[src/rtl/axi_hp_traffic_gen.sv]
// rtl/axi_hp_traffic_gen.sv - AXI3 HP-port burst traffic generator with read-back pattern checker
// One INCR burst in flight at a time; pattern lane i of beat k is k + i.
module axi_hp_traffic_gen #(
  parameter int DATA_W    = 64,
  parameter int ADDR_W    = 32,
  parameter int BURST_LEN = 16,
  parameter int CNT_W     = 16,
  parameter int TIME_W    = 32
) (
  input  logic                clk,
  input  logic                resetn,
  input  logic                start,
  input  logic [1:0]          mode,
  input  logic [CNT_W-1:0]    num_bursts,
  input  logic [ADDR_W-1:0]   base_addr,
  output logic                busy,
  output logic                done,
  output logic [TIME_W-1:0]   time_cnt,
  output logic [CNT_W-1:0]    data_err,
  output logic [CNT_W-1:0]    resp_err,
  output logic [5:0]          awid,
  output logic [ADDR_W-1:0]   awaddr,
  output logic [3:0]          awlen,
  output logic [2:0]          awsize,
  output logic [1:0]          awburst,
  output logic [1:0]          awlock,
  output logic [3:0]          awcache,
  output logic [2:0]          awprot,
  output logic [3:0]          awqos,
  output logic                awvalid,
  input  logic                awready,
  output logic [5:0]          wid,
  output logic [DATA_W-1:0]   wdata,
  output logic [DATA_W/8-1:0] wstrb,
  output logic                wlast,
  output logic                wvalid,
  input  logic                wready,
  input  logic [1:0]          bresp,
  input  logic                bvalid,
  output logic                bready,
  output logic [5:0]          arid,
  output logic [ADDR_W-1:0]   araddr,
  output logic [3:0]          arlen,
  output logic [2:0]          arsize,
  output logic [1:0]          arburst,
  output logic [1:0]          arlock,
  output logic [3:0]          arcache,
  output logic [2:0]          arprot,
  output logic [3:0]          arqos,
  output logic                arvalid,
  input  logic                arready,
  input  logic [DATA_W-1:0]   rdata,
  input  logic [1:0]          rresp,
  input  logic                rlast,
  input  logic                rvalid,
  output logic                rready
);

  localparam int LANES  = DATA_W / 32;
  localparam int BEAT_W = (BURST_LEN > 1) ? $clog2(BURST_LEN) : 1;
  localparam logic [ADDR_W-1:0] BURST_BYTES = ADDR_W'(BURST_LEN * DATA_W / 8);
  localparam logic [BEAT_W-1:0] LAST_BEAT   = BEAT_W'(BURST_LEN - 1);
  localparam logic [2:0]        AXSIZE      = 3'($clog2(DATA_W / 8));

  typedef enum logic [2:0] {IDLE, W_ADDR, W_DATA, W_RESP, R_ADDR, R_DATA, FIN} state_t;

  state_t              state, state_nx;
  logic [1:0]          mode_q;
  logic [CNT_W-1:0]    num_q;
  logic [CNT_W-1:0]    burst_cnt;
  logic [CNT_W-1:0]    b_cnt;
  logic [ADDR_W-1:0]   base_q;
  logic [ADDR_W-1:0]   addr_q;
  logic [BEAT_W-1:0]   beat;
  logic [31:0]         k;
  logic [DATA_W-1:0]   pattern;

  logic                w_hs, r_hs, b_hs;
  logic                b_err, r_err, last_burst;
  logic [1:0]          resp_inc;
  logic [CNT_W:0]      resp_sum;

  assign awid    = '0;
  assign wid     = '0;
  assign arid    = '0;
  assign awlen   = 4'(BURST_LEN - 1);
  assign arlen   = 4'(BURST_LEN - 1);
  assign awsize  = AXSIZE;
  assign arsize  = AXSIZE;
  assign awburst = 2'b01;
  assign arburst = 2'b01;
  assign awlock  = '0;
  assign arlock  = '0;
  assign awcache = 4'b0010;
  assign arcache = 4'b0010;
  assign awprot  = '0;
  assign arprot  = '0;
  assign awqos   = '0;
  assign arqos   = '0;
  assign wstrb   = '1;
  assign bready  = 1'b1;
  assign awaddr  = addr_q;
  assign araddr  = addr_q;
  assign wdata   = pattern;
  assign wlast   = (beat == LAST_BEAT);

  // Same generator serves write data and the read-back reference.
  always_comb begin
    pattern = '0;
    for (int i = 0; i < LANES; i++) begin
      pattern[32*i +: 32] = k + 32'(i);
    end
  end

  assign w_hs       = wvalid & wready;
  assign r_hs       = rvalid & rready;
  assign b_hs       = bvalid & bready;
  assign b_err      = b_hs && (bresp != 2'b00);
  assign r_err      = r_hs && (rresp != 2'b00);
  assign last_burst = (burst_cnt == num_q - CNT_W'(1));
  assign resp_inc   = {1'b0, b_err} + {1'b0, r_err};
  assign resp_sum   = {1'b0, resp_err} + (CNT_W+1)'(resp_inc);

  always_ff @(posedge clk or negedge resetn) begin
    if (!resetn) begin
      state <= IDLE;
    end else begin
      state <= state_nx;
    end
  end

  always_comb begin
    state_nx = state;
    awvalid  = 1'b0;
    wvalid   = 1'b0;
    arvalid  = 1'b0;
    rready   = 1'b0;
    case (state)
      IDLE: begin
        if (start) begin
          if (num_bursts == '0)   state_nx = FIN;
          else if (mode == 2'b01) state_nx = R_ADDR;
          else                    state_nx = W_ADDR;
        end
      end
      W_ADDR: begin
        awvalid = 1'b1;
        if (awready) state_nx = W_DATA;
      end
      W_DATA: begin
        wvalid = 1'b1;
        if (wready && wlast) state_nx = last_burst ? W_RESP : W_ADDR;
      end
      W_RESP: begin
        if (b_cnt == num_q) state_nx = (mode_q == 2'b10) ? R_ADDR : FIN;
      end
      R_ADDR: begin
        arvalid = 1'b1;
        if (arready) state_nx = R_DATA;
      end
      R_DATA: begin
        rready = 1'b1;
        if (rvalid && rlast) state_nx = last_burst ? FIN : R_ADDR;
      end
      FIN: begin
        state_nx = IDLE;
      end
      default: begin
        state_nx = IDLE;
      end
    endcase
  end

  always_ff @(posedge clk or negedge resetn) begin
    if (!resetn) begin
      busy      <= 1'b0;
      done      <= 1'b0;
      time_cnt  <= '0;
      data_err  <= '0;
      resp_err  <= '0;
      mode_q    <= '0;
      num_q     <= '0;
      base_q    <= '0;
      addr_q    <= '0;
      burst_cnt <= '0;
      b_cnt     <= '0;
      beat      <= '0;
      k         <= '0;
    end else begin
      done <= (state == FIN);
      if (state == IDLE && start) begin
        busy      <= 1'b1;
        time_cnt  <= '0;
        data_err  <= '0;
        resp_err  <= '0;
        mode_q    <= mode;
        num_q     <= num_bursts;
        base_q    <= base_addr;
        addr_q    <= base_addr;
        burst_cnt <= '0;
        b_cnt     <= '0;
        beat      <= '0;
        k         <= '0;
      end else begin
        if (state == FIN) busy <= 1'b0;
        if (busy && time_cnt != '1) time_cnt <= time_cnt + TIME_W'(1);
        if (b_hs) b_cnt <= b_cnt + CNT_W'(1);
        resp_err <= resp_sum[CNT_W] ? '1 : resp_sum[CNT_W-1:0];
        if (r_hs && rdata != pattern && data_err != '1) data_err <= data_err + CNT_W'(1);
        if (w_hs || r_hs) k <= k + 32'd1;
        if (w_hs) beat <= wlast ? '0 : beat + BEAT_W'(1);
        if ((w_hs && wlast) || (r_hs && rlast)) begin
          burst_cnt <= burst_cnt + CNT_W'(1);
          addr_q    <= addr_q + BURST_BYTES;
        end
        // Read-back of a write-then-read run restarts at the base with k = 0.
        if (state == W_RESP && state_nx == R_ADDR) begin
          burst_cnt <= '0;
          addr_q    <= base_q;
          k         <= '0;
        end
      end
    end
  end

endmodule
[config.mk]
export PLATFORM = sky130hd
export DESIGN_NAME = axi_hp_traffic_gen
export DESIGN_NICKNAME = d
export VERILOG_FILES = /design/src/rtl/axi_hp_traffic_gen.sv
export SDC_FILE = /design/constraint.sdc
export NUM_CORES = 1
export LEC_CHECK = 0
export CAP_MARGIN = 20
export CORE_ASPECT_RATIO = 1.75
export CORE_MARGIN = 2
export CORE_UTILIZATION = 54
export CTS_BUF_LIST = sky130_fd_sc_hd__clkbuf_4
export CTS_CLUSTER_SIZE = 40
export DETAILED_ROUTE_END_ITERATION = 12
export PLACE_DENSITY = 0.95
export SLEW_MARGIN = 20
export SYNTH_ARGS = -nofsm -noshare
export SYNTH_HDL_FRONTEND = slang
export SYNTH_SLANG_ARGS = --single-unit
[constraint.sdc]
create_clock -name clk -period 5.5 [get_ports clk]
set_input_delay 1.1 -clock clk [delete_from_list [all_inputs] [get_ports clk]]
set_output_delay 1.1 -clock clk [all_outputs]
set_load 0.005 [all_outputs]
==> results.ini <==
[outcome]
outcome=finished clean

[timing]
finClkSkew_ns=0.05422
rsz0062_at_grt=false
finalCritPeriodShare_pct=92.74
hold_viol=0
timing.final.crit_period_ns=5.100
setup_viol=0
drv_slew=0
max_slew_margin_pct=30.52
fmax_mhz=196.1
tightest_slew_ns=1.038
fin_tns_setup_ns=0

[drt]
dr.pass1.iters=6
drtIter0Drc=947
ant_nets=0
vias=13163
wirelength_um=47610
drc_errors=0
wl_per_cell_um=21.29
drt-vias-per-instance=5.887

[critical_path]
critical_path_class=reg -> out
rrSetupSlack_ns=1.04
path_max_fanout=11
rr_worst_depth=11
required_ns=4.40
reg2reg_from=k[0]
timing.rr.end=data_err[7]
crit_arrival_ns=4.00
crit_path_start_kind=flip-flop
crit_path_end_kind=output port

[synthesis]
yosys.area.top_type=dfrtp_1
synth-seq-cells=219
synth_area_leaders=dfrtp_1, xor2_1, nand2_1
syn_avg_cell_area_um2=8.570
synth.top_cell.area_share_pct=39.72
ys_async_sr_fraction_pct=100.0
synthCells=1610
syn_area_um2=13800
ys.flop_type=dfrtp_1
ys_warn_count=0
seq_area_frac_synth_pct=39.72
synth.distinct_cells=75
synth_edf_count=0

[clock_network]
hold_buffers=0
post_cts_buffers=0
clkSinkCount=219
cts_max_level=2
cts_tree=yes
clock_latency_ns=0.72
cts_resized=0
clk_pin_slew_ns=0.09
cts.path.max_buffers=3
cts-root-buf=clkbuf_4
cts_inserted_buffers=52

[global_route]
grt.total_usage_pct=34.72
grt_pass1_wl_um=73660
grt_pass1_vias=13436
gr-total-overflow=0
grt_max_degree=114
antenna_found_initial=1

[pwr]
ir_worst_vdd_v=0.0002637
p_leak_uw=0.007532
power-per-cell-area_nw_per_um2=348.0

[worst_hold_path]
hold_path.class=in -> async

[layout]
layout.nets=2022
drive_gt1_share_pct=6.879
fin_util_pct=68.90
layout_commonest_cell=clkdlybuf4s50_1
final_cell_mix=clkdlybuf4s50_1, nand2_1, dfrtp_1
syn_to_final_growth_pct=26.03

[placed_design]
detailed_place_hpwl_um=35120
gp_congestion=1.048
port_buffers=325

[floorplanning]
start_util_pct=54.66
dieArea_um2=26900
rows=77
chipHeight_um=215.5
die_w_um=124.8
pin_count=397
core_um2=25240

[run]
maxCapViolCount=0

[state kept, by name, summed over array words and instances (netlist names)]
name,flops
base_q,32
araddr,32
b_cnt,16
data_err,16
burst_cnt,16
done,1
busy,1
k,32
mode_q,2
beat,4
state,3
num_q,16
time_cnt,32
resp_err,16
[through the flow]
stage | setup WS (ns) | hold WS [ns] | total power [uW] | instance area [um2] | instances
CTS | 0.4134 | 0.4609 | 6056 | 17390 | 2235
finish | 0.3995 | 0.4538 | 6051 | 17390 | 2236
floorplan | 1.928 | 0.4358 | 3706 | 14060 | 1679
detailed placement | 1.141 | 0.4544 | 4707 | 16750 | 2147
global placement | 1.175 | 0.4469 | 4594 | 16750 | 2147
global route | 0.2735 | 0.4973 | 6403 | 17390 | 2236
[synthesized netlist by cell type, drive strengths merged, types with 13 or more instances]
cell type and instances:
nand2 250, dfrtp 219, nor2 144, buf 126, xor2 122, xnor2 91, a21oi 81, nand3 78
clkbuf 65, o21ai 61, nand4 44, and3 32, inv 29, nor4 26, or3 26, nor3 23
a21boi 16, o31ai 16, or4 16, a31oi 13
[logic make-up (layout without fill, tap and decap cells)]
| logic type | count (synthesis) | in the layout | synth area share (%) |
|---|---|---|---|
| AND/OR/NAND/NOR | 695 | 695 | 24.37 |
| AO/OA/AOI/OAI | 232 | 232 | 10.49 |
| multiplexers | 15 | 15 | 1.152 |
| adder cells (fa/ha/maj) | 10 | 10 | 0.9612 |
| other | 2 | 72 | 0.05443 |
| XOR/XNOR | 217 | 217 | 14.18 |
| flip-flops | 219 | 219 | 39.72 |
| buffers and inverters | 220 | 460 | 9.077 |
[layout make-up]
cell class	count	area, um2
Clock buffer	73	548.0
Antenna cell	1	2.502
Sequential cell	219	5480
Fill cell	1922	7851
Timing Repair Buffer	343	3406
Tap cell	316	395.4
Multi-Input combinational cell	1240	7363
Clock inverter	15	86.33
Inverter	29	108.9
[layer usage]
layer	vias up	wire, um	track usage (%)
met4	0	2887	20.00
met5	-	0	0
met2	692	25010	63.48
met1	6375	16190	35.65
li1	5929	-	-
met3	167	3519	8.701
[where the power goes]
part           internal, uW  total [uW]  switching, uW  leakage, uW
Clock                   655        1330            677     0.000379
Combinational          1100        2240           1140      0.00423
Sequential             1980        2480            500      0.00293
[worst max-delay path, cell delays in order (launching register included)]
cell and delay, ns:
dfrtp_1 0.47, ha_1 0.27, nand3_2 0.25, or4_4 0.67, or4_1 0.67, xnor2_1 0.38, clkdlybuf4s50_1 0.58
[worst max-delay path by stage]
stage | endpoint | from | slack, ns
after floorplan | data_err[2] | k[0] | 1.93
after global placement | wdata[51] | k[12] | 1.18
after detailed placement | data_err[14] | k[0] | 1.14
after CTS | wdata[54] | k[0] | 0.41
after global routing | wdata[54] | k[0] | 0.27
final | wdata[54] | k[0] | 0.40
(Power assumes the default switching activity.)
